`src/rtl/cmd_stream_arbiter.sv`:
```
// Packet-granular round-robin arbiter merging two AXI-Stream command sources into one
// registered command stream; a grant is held from the first beat until the tlast beat.
module cmd_stream_arbiter #(
    parameter int CMD_STREAM_WIDTH = 64
) (
    input  logic                        aclk,
    input  logic                        resetn,
    input  logic                        s0_cmd_axis_tvalid,
    output logic                        s0_cmd_axis_tready,
    input  logic                        s0_cmd_axis_tlast,
    input  logic [CMD_STREAM_WIDTH-1:0] s0_cmd_axis_tdata,
    input  logic                        s1_cmd_axis_tvalid,
    output logic                        s1_cmd_axis_tready,
    input  logic                        s1_cmd_axis_tlast,
    input  logic [CMD_STREAM_WIDTH-1:0] s1_cmd_axis_tdata,
    output logic                        m_cmd_axis_tvalid,
    input  logic                        m_cmd_axis_tready,
    output logic                        m_cmd_axis_tlast,
    output logic [CMD_STREAM_WIDTH-1:0] m_cmd_axis_tdata,
    output logic [1:0]                  dbgGrant
);

    // Encoding doubles as the one-hot debug grant vector.
    localparam logic [1:0] ST_IDLE   = 2'b00;
    localparam logic [1:0] ST_GRANT0 = 2'b01;
    localparam logic [1:0] ST_GRANT1 = 2'b10;

    logic [1:0]                  state_r;
    logic [1:0]                  state_next_s;
    logic                        last_grant_r;
    logic                        last_grant_next_s;
    logic                        m_valid_r;
    logic                        m_last_r;
    logic [CMD_STREAM_WIDTH-1:0] m_data_r;
    logic                        out_ready_s;
    logic                        accept0_s;
    logic                        accept1_s;
    logic                        beat_last_s;
    logic [CMD_STREAM_WIDTH-1:0] beat_data_s;

    // Source readiness depends only on state and the output side, never on tvalid.
    assign out_ready_s        = !m_valid_r || m_cmd_axis_tready;
    assign s0_cmd_axis_tready = (state_r == ST_GRANT0) && out_ready_s;
    assign s1_cmd_axis_tready = (state_r == ST_GRANT1) && out_ready_s;
    assign accept0_s          = s0_cmd_axis_tvalid && s0_cmd_axis_tready;
    assign accept1_s          = s1_cmd_axis_tvalid && s1_cmd_axis_tready;

    assign m_cmd_axis_tvalid  = m_valid_r;
    assign m_cmd_axis_tlast   = m_last_r;
    assign m_cmd_axis_tdata   = m_data_r;
    assign dbgGrant           = state_r;

    // Select the beat being accepted this cycle from the granted source.
    always_comb begin
        beat_data_s = '0;
        beat_last_s = 1'b0;
        if (accept0_s) begin
            beat_data_s = s0_cmd_axis_tdata;
            beat_last_s = s0_cmd_axis_tlast;
        end else if (accept1_s) begin
            beat_data_s = s1_cmd_axis_tdata;
            beat_last_s = s1_cmd_axis_tlast;
        end else begin
            beat_data_s = '0;
            beat_last_s = 1'b0;
        end
    end

    // Grant FSM: ties go to the port that did not finish the previous packet.
    always_comb begin
        state_next_s      = state_r;
        last_grant_next_s = last_grant_r;
        case (state_r)
            ST_IDLE: begin
                if (s0_cmd_axis_tvalid && s1_cmd_axis_tvalid) begin
                    state_next_s = last_grant_r ? ST_GRANT0 : ST_GRANT1;
                end else if (s0_cmd_axis_tvalid) begin
                    state_next_s = ST_GRANT0;
                end else if (s1_cmd_axis_tvalid) begin
                    state_next_s = ST_GRANT1;
                end else begin
                    state_next_s = ST_IDLE;
                end
            end
            ST_GRANT0: begin
                if (accept0_s && s0_cmd_axis_tlast) begin
                    state_next_s      = ST_IDLE;
                    last_grant_next_s = 1'b0;
                end else begin
                    state_next_s = ST_GRANT0;
                end
            end
            ST_GRANT1: begin
                if (accept1_s && s1_cmd_axis_tlast) begin
                    state_next_s      = ST_IDLE;
                    last_grant_next_s = 1'b1;
                end else begin
                    state_next_s = ST_GRANT1;
                end
            end
            default: begin
                state_next_s = ST_IDLE;
            end
        endcase
    end

    // State and round-robin history registers.
    always_ff @(posedge aclk or negedge resetn) begin
        if (!resetn) begin
            state_r      <= ST_IDLE;
            last_grant_r <= 1'b1;
        end else begin
            state_r      <= state_next_s;
            last_grant_r <= last_grant_next_s;
        end
    end

    // Output register: load wins over drain, data held while stalled.
    always_ff @(posedge aclk or negedge resetn) begin
        if (!resetn) begin
            m_valid_r <= 1'b0;
            m_last_r  <= 1'b0;
            m_data_r  <= '0;
        end else if (accept0_s || accept1_s) begin
            m_valid_r <= 1'b1;
            m_last_r  <= beat_last_s;
            m_data_r  <= beat_data_s;
        end else if (m_valid_r && m_cmd_axis_tready) begin
            m_valid_r <= 1'b0;
        end else begin
            m_valid_r <= m_valid_r;
        end
    end

endmodule

```
`config.mk`:
```
export PLATFORM = sky130hd
export DESIGN_NAME = cmd_stream_arbiter
export DESIGN_NICKNAME = d
export VERILOG_FILES = /design/src/rtl/cmd_stream_arbiter.sv
export SDC_FILE = /design/constraint.sdc
export NUM_CORES = 1
export LEC_CHECK = 0
export CORE_ASPECT_RATIO = 1.4
export CORE_MARGIN = 8
export CORE_UTILIZATION = 40
export CTS_CLUSTER_SIZE = 12
export DETAILED_ROUTE_END_ITERATION = 12
export PLACE_DENSITY = 0.86
export SYNTH_ARGS = -nofsm -noshare
export SYNTH_HDL_FRONTEND = slang
export SYNTH_SLANG_ARGS = --single-unit
```
`constraint.sdc`:
```
create_clock -name aclk -period 3.2 [get_ports aclk]
set_input_delay 0.32 -clock aclk [delete_from_list [all_inputs] [get_ports aclk]]
set_output_delay 0.32 -clock aclk [all_outputs]
set_load 0.05 [all_outputs]
```
==> results of run 1 <==
-- power breakdown --
group	switching [µW]	total (µW)	internal (µW)
combinational	2430	3800	1360
sequential	258	1590	1330
clock	338	965	626
total	3030	6350	3320
-- how the worst max path moves through the flow --
stage,from,endpoint,slack (ns),cells after the start
5_1_grt,dbgGrant[0]$_DFF_PN0_,s1_cmd_axis_tready,0.68,4
6_report,dbgGrant[0]$_DFF_PN0_,s1_cmd_axis_tready,0.81,4
3_5_place_dp,m_cmd_axis_tready,m_cmd_axis_tdata[50]$_DFFE_PN0P_,0.87,6
3_3_place_gp,m_cmd_axis_tready,m_cmd_axis_tdata[45]$_DFFE_PN0P_,0.91,6
2_1_floorplan,dbgGrant[0]$_DFF_PN0_,m_cmd_axis_tdata[59]$_DFFE_PN0P_,1.41,7
4_1_cts,dbgGrant[0]$_DFF_PN0_,s1_cmd_axis_tready,0.78,4
-- registers in the layout (all words and copies together), names as in the netlist --
register and count:
m_cmd_axis_tlast 1, m_cmd_axis_tvalid 1, m_cmd_axis_tdata 64, dbgGrant 2, last_grant_r 1
-- cell usage after synthesis --
library cell and n:
sky130_fd_sc_hd__nand3_4 1, sky130_fd_sc_hd__a21o_1 1, sky130_fd_sc_hd__a21oi_1 2, sky130_fd_sc_hd__dfrtp_1 68, sky130_fd_sc_hd__buf_2 6, sky130_fd_sc_hd__and3_1 1, sky130_fd_sc_hd__a41oi_1 1, sky130_fd_sc_hd__a31o_2 1
sky130_fd_sc_hd__a31oi_1 1, sky130_fd_sc_hd__nand3_1 2, sky130_fd_sc_hd__and3_4 1, sky130_fd_sc_hd__buf_4 6, sky130_fd_sc_hd__inv_1 5, sky130_fd_sc_hd__o21ai_1 65, sky130_fd_sc_hd__and2_1 2, sky130_fd_sc_hd__buf_12 5
sky130_fd_sc_hd__dfstp_2 1, sky130_fd_sc_hd__clkbuf_1 3, sky130_fd_sc_hd__ha_1 4, sky130_fd_sc_hd__mux2i_1 65, sky130_fd_sc_hd__nand2_1 67, sky130_fd_sc_hd__nand2b_4 1, sky130_fd_sc_hd__o211ai_1 1, sky130_fd_sc_hd__buf_6 1
-- metrics by stage --
stage / total power (µW) / utilization (%) / hold WS (ns) / worst slack [ns] / area [µm²]
floorplan: 4140 / - / 0.0244 / 1.41 / 3340
global placement: 5330 / 65.8 / 0.172 / 0.909 / 5360
detailed placement: 5440 / 65.8 / 0.175 / 0.872 / 5360
CTS: 6430 / 69.6 / 0.380 / 0.783 / 5670
global route: 6660 / 69.6 / 0.412 / 0.684 / 5670
finish: 6350 / 69.6 / 0.392 / 0.814 / 5670
-- timing repair --
action | CTS | global route
hold buffers | 1 | 0
endpoints found under the hold margin | 6 | 0
gates resized for setup | 0 | 0
-- routing by layer --
layer	global-route usage, %	part of all wire, %
met4	9.61	2.4
met2	34.7	54
met5	0	0
met3	4.89	6.9
met1	19.7	37
-- cell families (layout without fill, tap and decap cells) --
family	Yosys count	count (layout)	share of synthesized area (%)
AND/OR/NAND/NOR	75	75	9.66
AO/OA/AOI/OAI	72	72	11.2
flip-flops	69	69	51.7
multiplexers	65	65	19.5
buffers and inverters	26	229	6.48
adder cells (fa/ha/maj)	4	4	1.50
-- area by class of cell --
| type | instances | area, µm² |
|---|---|---|
| Multi-Input combinational cell | 216 | 1400 |
| Sequential cell | 69 | 1730 |
| Clock buffer | 15 | 298 |
| Inverter | 5 | 18.8 |
| Timing Repair Buffer | 209 | 2100 |
| Fill cell | 605 | 2480 |
| Tap cell | 102 | 128 |
==> reports/metrics.json, run 1 <==
{
  "status": {"value": "finished, final reports clean"},
  "syn-num-nets": {"value": 450},
  "p_per_area": {"value": 1120, "unit": "mW/mm²"},
  "grt_util_all_layers": {"value": 19.0, "unit": "%"},
  "fin_tns_setup": {"value": 0, "unit": "ns"},
  "latest_clock_arrival_within_the_worst_skew_pair": {"value": 0.33, "unit": "ns"},
  "port_buffers": {"value": 204},
  "place.detailed.instances": {"value": 600},
  "detail_route.wl_per_cell": {"value": 18.0, "unit": "µm"},
  "r2r-start": {"value": "dbgGrant[0]$_DFF_PN0_"},
  "netlist_area": {"value": 0.00334, "unit": "mm²"},
  "tightest_slew": {"value": 0.578, "unit": "ns"},
  "grt_first_pass_wirelength": {"value": 16.9, "unit": "mm"},
  "setup.reg_to_reg.worst_slack": {"value": 1.03, "unit": "ns"},
  "timing_hold_violations_final": {"value": 0},
  "worst_hold_path_type": {"value": "in2async"},
  "criticalPathCategory": {"value": "reg2out"},
  "drt-pass1-iter-count": {"value": 4},
  "cp_data_required_time": {"value": 2.88, "unit": "ns"},
  "path_cells": {"value": "inv_1, ha_1, and2_1, clkdlybuf4s50_1"},
  "crit_fanout": {"value": 4},
  "drt-vias-per-instance": {"value": 4.94},
  "gp_congestion": {"value": 0.817},
  "cts.clk_slew.worst_paths": {"value": 0.05, "unit": "ns"},
  "power.static_leakage": {"value": 0.00260, "unit": "µW"},
  "cts-buffers-inserted": {"value": 9},
  "post-route-period-util": {"value": 74.6, "unit": "%"},
  "yosysTopAreaCell": {"value": "sky130_fd_sc_hd__dfrtp_1"},
  "floorplan.die_area": {"value": 0.0116, "unit": "mm²"},
  "drt.antenna.violating_nets": {"value": 0},
  "dp_hpwl": {"value": 8.62, "unit": "mm"},
  "syn_to_final_growth": {"value": 69.7, "unit": "%"},
  "worst-endpoint-arrival": {"value": 2.07, "unit": "ns"},
  "reg2reg_to": {"value": "m_cmd_axis_tdata[36]$_DFFE_PN0P_"},
  "slowest_delay": {"value": 0.81, "unit": "ns"},
  "core_region_area": {"value": 0.00815, "unit": "mm²"},
  "core.rowCount": {"value": 39},
  "fmax": {"value": 419, "unit": "MHz"},
  "cts_buffer_depth": {"value": 2},
  "ys_seq_area_share": {"value": 51.7, "unit": "%"},
  "cts_setup_buffers": {"value": 0},
  "clock_skew": {"value": 0.00458, "unit": "ns"},
  "netlist.area_leader.share": {"value": 50.9, "unit": "%"},
  "drt_first_iter_violations": {"value": 101},
  "r2r.worst_path.cells": {"value": 6},
  "critical_path.top_delay_family": {"value": "buffers and inverters"},
  "drcViolationCount": {"value": 0},
  "path_buf_inv": {"value": 2},
  "report.final.slew_viol_count": {"value": 0},
  "grt_overflow_total": {"value": 0},
  "maximum_number_of_pins_on_one_net_before_global_route_repair": {"value": 75},
  "timing.max_slew.rel_slack": {"value": 61.3, "unit": "%"},
  "crit_path_end_kind": {"value": "output pin"},
  "first_global_vias": {"value": 3212},
  "finish.cell_count_without_fillers": {"value": 616},
  "pin_count": {"value": 205},
  "layout_commonest_cell": {"value": "sky130_fd_sc_hd__clkdlybuf4s50_1"},
  "layout.nets": {"value": 649},
  "drive_above_1_share": {"value": 4.67, "unit": "%"},
  "ir_worst_vdd": {"value": 0.656, "unit": "mV"},
  "syn_avg_cell_area": {"value": 10.7, "unit": "µm²"},
  "synthDistinctLibCells": {"value": 24},
  "clkSinkCount": {"value": 69},
  "h-tree-depth": {"value": 3},
  "antenna_cells_inserted": {"value": 0},
  "floorplan.initialDensity": {"value": 41.0, "unit": "%"},
  "timing.final.setup_violations": {"value": 0},
  "drt_wl_total": {"value": 11.1, "unit": "mm"},
  "initial_antenna_violation_count": {"value": 0},
  "postSynthCellCount": {"value": 311},
  "synth_warnings": {"value": 0},
  "start_kind": {"value": "register"},
  "rsz0062_at_grt": {"value": "no"},
  "final_cell_mix": {"value": "sky130_fd_sc_hd__clkdlybuf4s50_1 (203), sky130_fd_sc_hd__dfrtp_1 (68), sky130_fd_sc_hd__nand2_1 (67)"},
  "tritoncts": {"value": "yes"},
  "post_synth_main_area_contributors": {"value": "sky130_fd_sc_hd__dfrtp_1 (51%), sky130_fd_sc_hd__mux2i_1 (19%), sky130_fd_sc_hd__o21ai_1 (9.7%)"},
  "vias": {"value": 3040},
  "layout_min_cycle_time": {"value": 2.39, "unit": "ns"},
  "clock_tree.root_cell": {"value": "sky130_fd_sc_hd__clkbuf_16"},
  "postSynthRegisterBits": {"value": 69},
  "fp.dieH": {"value": 124, "unit": "µm"},
  "max-cap-violations": {"value": 0},
  "slowest_stage": {"value": "sky130_fd_sc_hd__clkdlybuf4s50_1"},
  "die_w": {"value": 93.3, "unit": "µm"}
}
Note: power is estimated with default switching activity, not from simulation.
==> run 2, diff against run 1 <==
- CORE_UTILIZATION: 40 -> 34
- PLACE_DENSITY: 0.86 -> 0.78
- clock period: 3.2 -> 2.1 ns (I/O delays scaled with it)
==> reports/metrics.json, run 2 (synthesis gave the netlist of run 1 again) <==
{
  "status": {"value": "finished, final reports clean"},
  "drt-pass1-iter-count": {"value": 4, "change": "unchanged"},
  "drcViolationCount": {"value": 0, "change": "unchanged"},
  "r2r-start": {"value": "dbgGrant[0]$_DFF_PN0_"},
  "gp_congestion": {"value": 0.756, "change": "-7.5%"},
  "crit_path_end_kind": {"value": "output pin"},
  "grt_overflow_total": {"value": 0, "change": "unchanged"},
  "met3_wirelength": {"value": 693, "unit": "µm", "change": "-9.9%"},
  "cts.clk_slew.worst_paths": {"value": 0.06, "unit": "ns", "change": "about the same"},
  "finish.cell_count_without_fillers": {"value": 652, "change": "+5.8%"},
  "final_cell_mix": {"value": "sky130_fd_sc_hd__clkdlybuf4s50_1 (201), sky130_fd_sc_hd__dfrtp_1 (68), sky130_fd_sc_hd__nand2_1 (67)"},
  "slowest_stage": {"value": "sky130_fd_sc_hd__clkdlybuf4s50_1"},
  "path_cells": {"value": "clkdlybuf4s50_1"},
  "setup.reg_to_reg.worst_slack": {"value": 0.46, "unit": "ns", "change": "-0.57 ns"},
  "initial_antenna_violation_count": {"value": 0, "change": "unchanged"},
  "worst_hold_path_type": {"value": "in2reg"},
  "start_kind": {"value": "register"},
  "timing_hold_violations_final": {"value": 0, "change": "unchanged"},
  "layout_commonest_cell": {"value": "sky130_fd_sc_hd__clkdlybuf4s50_1"},
  "cts-resized-gates": {"value": 0, "change": "unchanged"},
  "port_buffers": {"value": 204, "change": "unchanged"},
  "max-cap-violations": {"value": 0, "change": "unchanged"},
  "cts-buffers-inserted": {"value": 9, "change": "unchanged"},
  "ir_worst_vdd": {"value": 1.09, "unit": "mV", "change": "+65%"},
  "worst-endpoint-arrival": {"value": 1.56, "unit": "ns", "change": "-0.51 ns"},
  "fp.dieH": {"value": 133, "unit": "µm", "change": "+7.4%"},
  "pin_count": {"value": 205, "change": "unchanged"},
  "floorplan.initialDensity": {"value": 34.3, "unit": "%", "change": "-6.7 points"},
  "rsz0062_at_grt": {"value": "no"},
  "fmax": {"value": 564, "unit": "MHz"},
  "max_ffs_per_register": {"value": 64, "change": "unchanged"},
  "place.detailed.instances": {"value": 635, "change": "+5.8%"},
  "cts_buffer_depth": {"value": 2, "change": "unchanged"},
  "criticalPathCategory": {"value": "reg2out"},
  "r2r.worst_path.cells": {"value": 6, "change": "unchanged"},
  "clock_tree.root_cell": {"value": "sky130_fd_sc_hd__clkbuf_16"},
  "tightest_slew": {"value": 0.545, "unit": "ns", "change": "-0.0328 ns"},
  "core.rowCount": {"value": 43, "change": "+10%"},
  "first_global_vias": {"value": 3217, "change": "+0.16%"},
  "report.final.slew_viol_count": {"value": 0, "change": "unchanged"},
  "timing.critical_path.from": {"value": "dbgGrant[0]$_DFF_PN0_"},
  "drt-vias-per-instance": {"value": 4.66, "change": "-5.6%"},
  "clkSinkCount": {"value": 69, "change": "unchanged"},
  "h-tree-depth": {"value": 3, "change": "unchanged"},
  "core_region_area": {"value": 0.00974, "unit": "mm²", "change": "+19%"},
  "clock_skew": {"value": 0.00349, "unit": "ns", "change": "-0.00109 ns"},
  "timing.max_slew.rel_slack": {"value": 63.5, "unit": "%", "change": "+2.2 points"},
  "holdBufCountCts": {"value": 1, "change": "unchanged"},
  "timing.final.setup_violations": {"value": 0, "change": "unchanged"},
  "fin_tns_setup": {"value": 0, "unit": "ns", "change": "unchanged"},
  "cts_setup_buffers": {"value": 0, "change": "unchanged"},
  "crit_fanout": {"value": 4, "change": "unchanged"},
  "grt_util_all_layers": {"value": 16.1, "unit": "%", "change": "-3.0 points"},
  "power.static_leakage": {"value": 0.00264, "unit": "µW", "change": "+1.5%"},
  "post-route-period-util": {"value": 84.5, "unit": "%"},
  "floorplan.die_area": {"value": 0.0133, "unit": "mm²", "change": "+15%"},
  "slowest_delay": {"value": 0.84, "unit": "ns", "change": "+0.03 ns"},
  "drt_wl_total": {"value": 10.9, "unit": "mm", "change": "-1.9%"},
  "drt_first_iter_violations": {"value": 78, "change": "-23%"},
  "layout_min_cycle_time": {"value": 1.77, "unit": "ns"},
  "detail_route.wl_per_cell": {"value": 16.7, "unit": "µm", "change": "-7.3%"},
  "syn_to_final_growth": {"value": 72.9, "unit": "%"},
  "path_buf_inv": {"value": 1, "change": "-1"},
  "worstHoldEndpoint": {"value": "m_cmd_axis_tdata[52]$_DFFE_PN0P_"},
  "latest_clock_arrival_within_the_worst_skew_pair": {"value": 0.32, "unit": "ns", "change": "about the same"},
  "dp_hpwl": {"value": 8.42, "unit": "mm", "change": "-2.2%"},
  "drt.antenna.violating_nets": {"value": 0, "change": "unchanged"},
  "worst_hold_path.num_cells": {"value": 3},
  "detailroute.wirelength.met2": {"value": 5.92, "unit": "mm", "change": "-1.2%"},
  "cp_data_required_time": {"value": 1.89, "unit": "ns", "change": "-0.99 ns"},
  "critical_path.top_delay_family": {"value": "buffers and inverters"},
  "reg2reg_to": {"value": "m_cmd_axis_tdata[10]$_DFFE_PN0P_"},
  "top_layer": {"value": "met4"},
  "grt_first_pass_wirelength": {"value": 16.9, "unit": "mm", "change": "-0.32%"},
  "layout.nets": {"value": 651, "change": "+0.31%"},
  "maximum_number_of_pins_on_one_net_before_global_route_repair": {"value": 86, "change": "+15%"},
  "drive_above_1_share": {"value": 5.61, "unit": "%", "change": "+0.94 points"},
  "die_w": {"value": 99.8, "unit": "µm", "change": "+7.0%"},
  "tritoncts": {"value": "yes"},
  "met1_length": {"value": 4.11, "unit": "mm", "change": "+0.66%"},
  "hold_start": {"value": "s0_cmd_axis_tdata[52]"},
  "antenna_cells_inserted": {"value": 0, "change": "unchanged"},
  "p_per_area": {"value": 1710, "unit": "mW/mm²", "change": "+53%"},
  "vias": {"value": 3038, "change": "-0.066%"}
}
## run 2: worst reg2reg max path, delay by kind of cell, from the launching register on
family / cells / cell delay, ns
fa+ha+maj: 1 / 0.27
flops: 1 / 0.40
buf+inv: 2 / 0.33
mux: 1 / 0.30
simple gates: 1 / 0.13
compound gates: 1 / 0.08
## run 2: stage by stage
| step | power (µW) | utilization, % | instance area [µm²] | hold slack (ns) | setup slack [ns] |
|---|---|---|---|---|---|
| floorplan | 6320 | - | 3340 | -0.0856 | 0.309 |
| global placement | 8180 | 55.9 | 5440 | 0.283 | 0.477 |
| detailed placement | 8320 | 55.9 | 5440 | 0.284 | 0.422 |
| CTS | 10000 | 59.3 | 5780 | 0.407 | 0.302 |
| global route | 10400 | 59.3 | 5780 | 0.419 | 0.272 |
| finish | 9880 | 59.3 | 5780 | 0.423 | 0.325 |
## run 2: metal layers
metal  track usage, %  up-vias
met5                0        -
met4             5.66        0
met3             4.80       16
met2             29.4      106
met1             16.7     1445
li1                 -     1471
## run 2: power breakdown
| part | switching, µW | internal (µW) | leakage (µW) |
|---|---|---|---|
| clock | 541 | 1100 | 0.000163 |
| sequential | 375 | 2030 | 0.000826 |
| combinational | 3720 | 2120 | 0.00165 |
## run 2: worst max-delay path by stage
stage | endpoint | depth (start not counted) | slack, ns
global route | dbgGrant[1] | 1 | 0.27
global placement | m_cmd_axis_tdata[35]$_DFFE_PN0P_ | 6 | 0.48
floorplan | m_cmd_axis_tdata[59]$_DFFE_PN0P_ | 7 | 0.31
CTS | dbgGrant[0] | 1 | 0.30
finish | dbgGrant[0] | 1 | 0.33
detailed placement | m_cmd_axis_tdata[10]$_DFFE_PN0P_ | 6 | 0.42
## run 2: layout make-up
cell class	count	area [µm²]
clock buffers	12	256
clock inverters	4	70.1
fillers	821	3960
inverters	5	18.8
multi-input cells	216	1400
flip-flops and latches	69	1730
well taps	135	169
repair buffers	211	2140
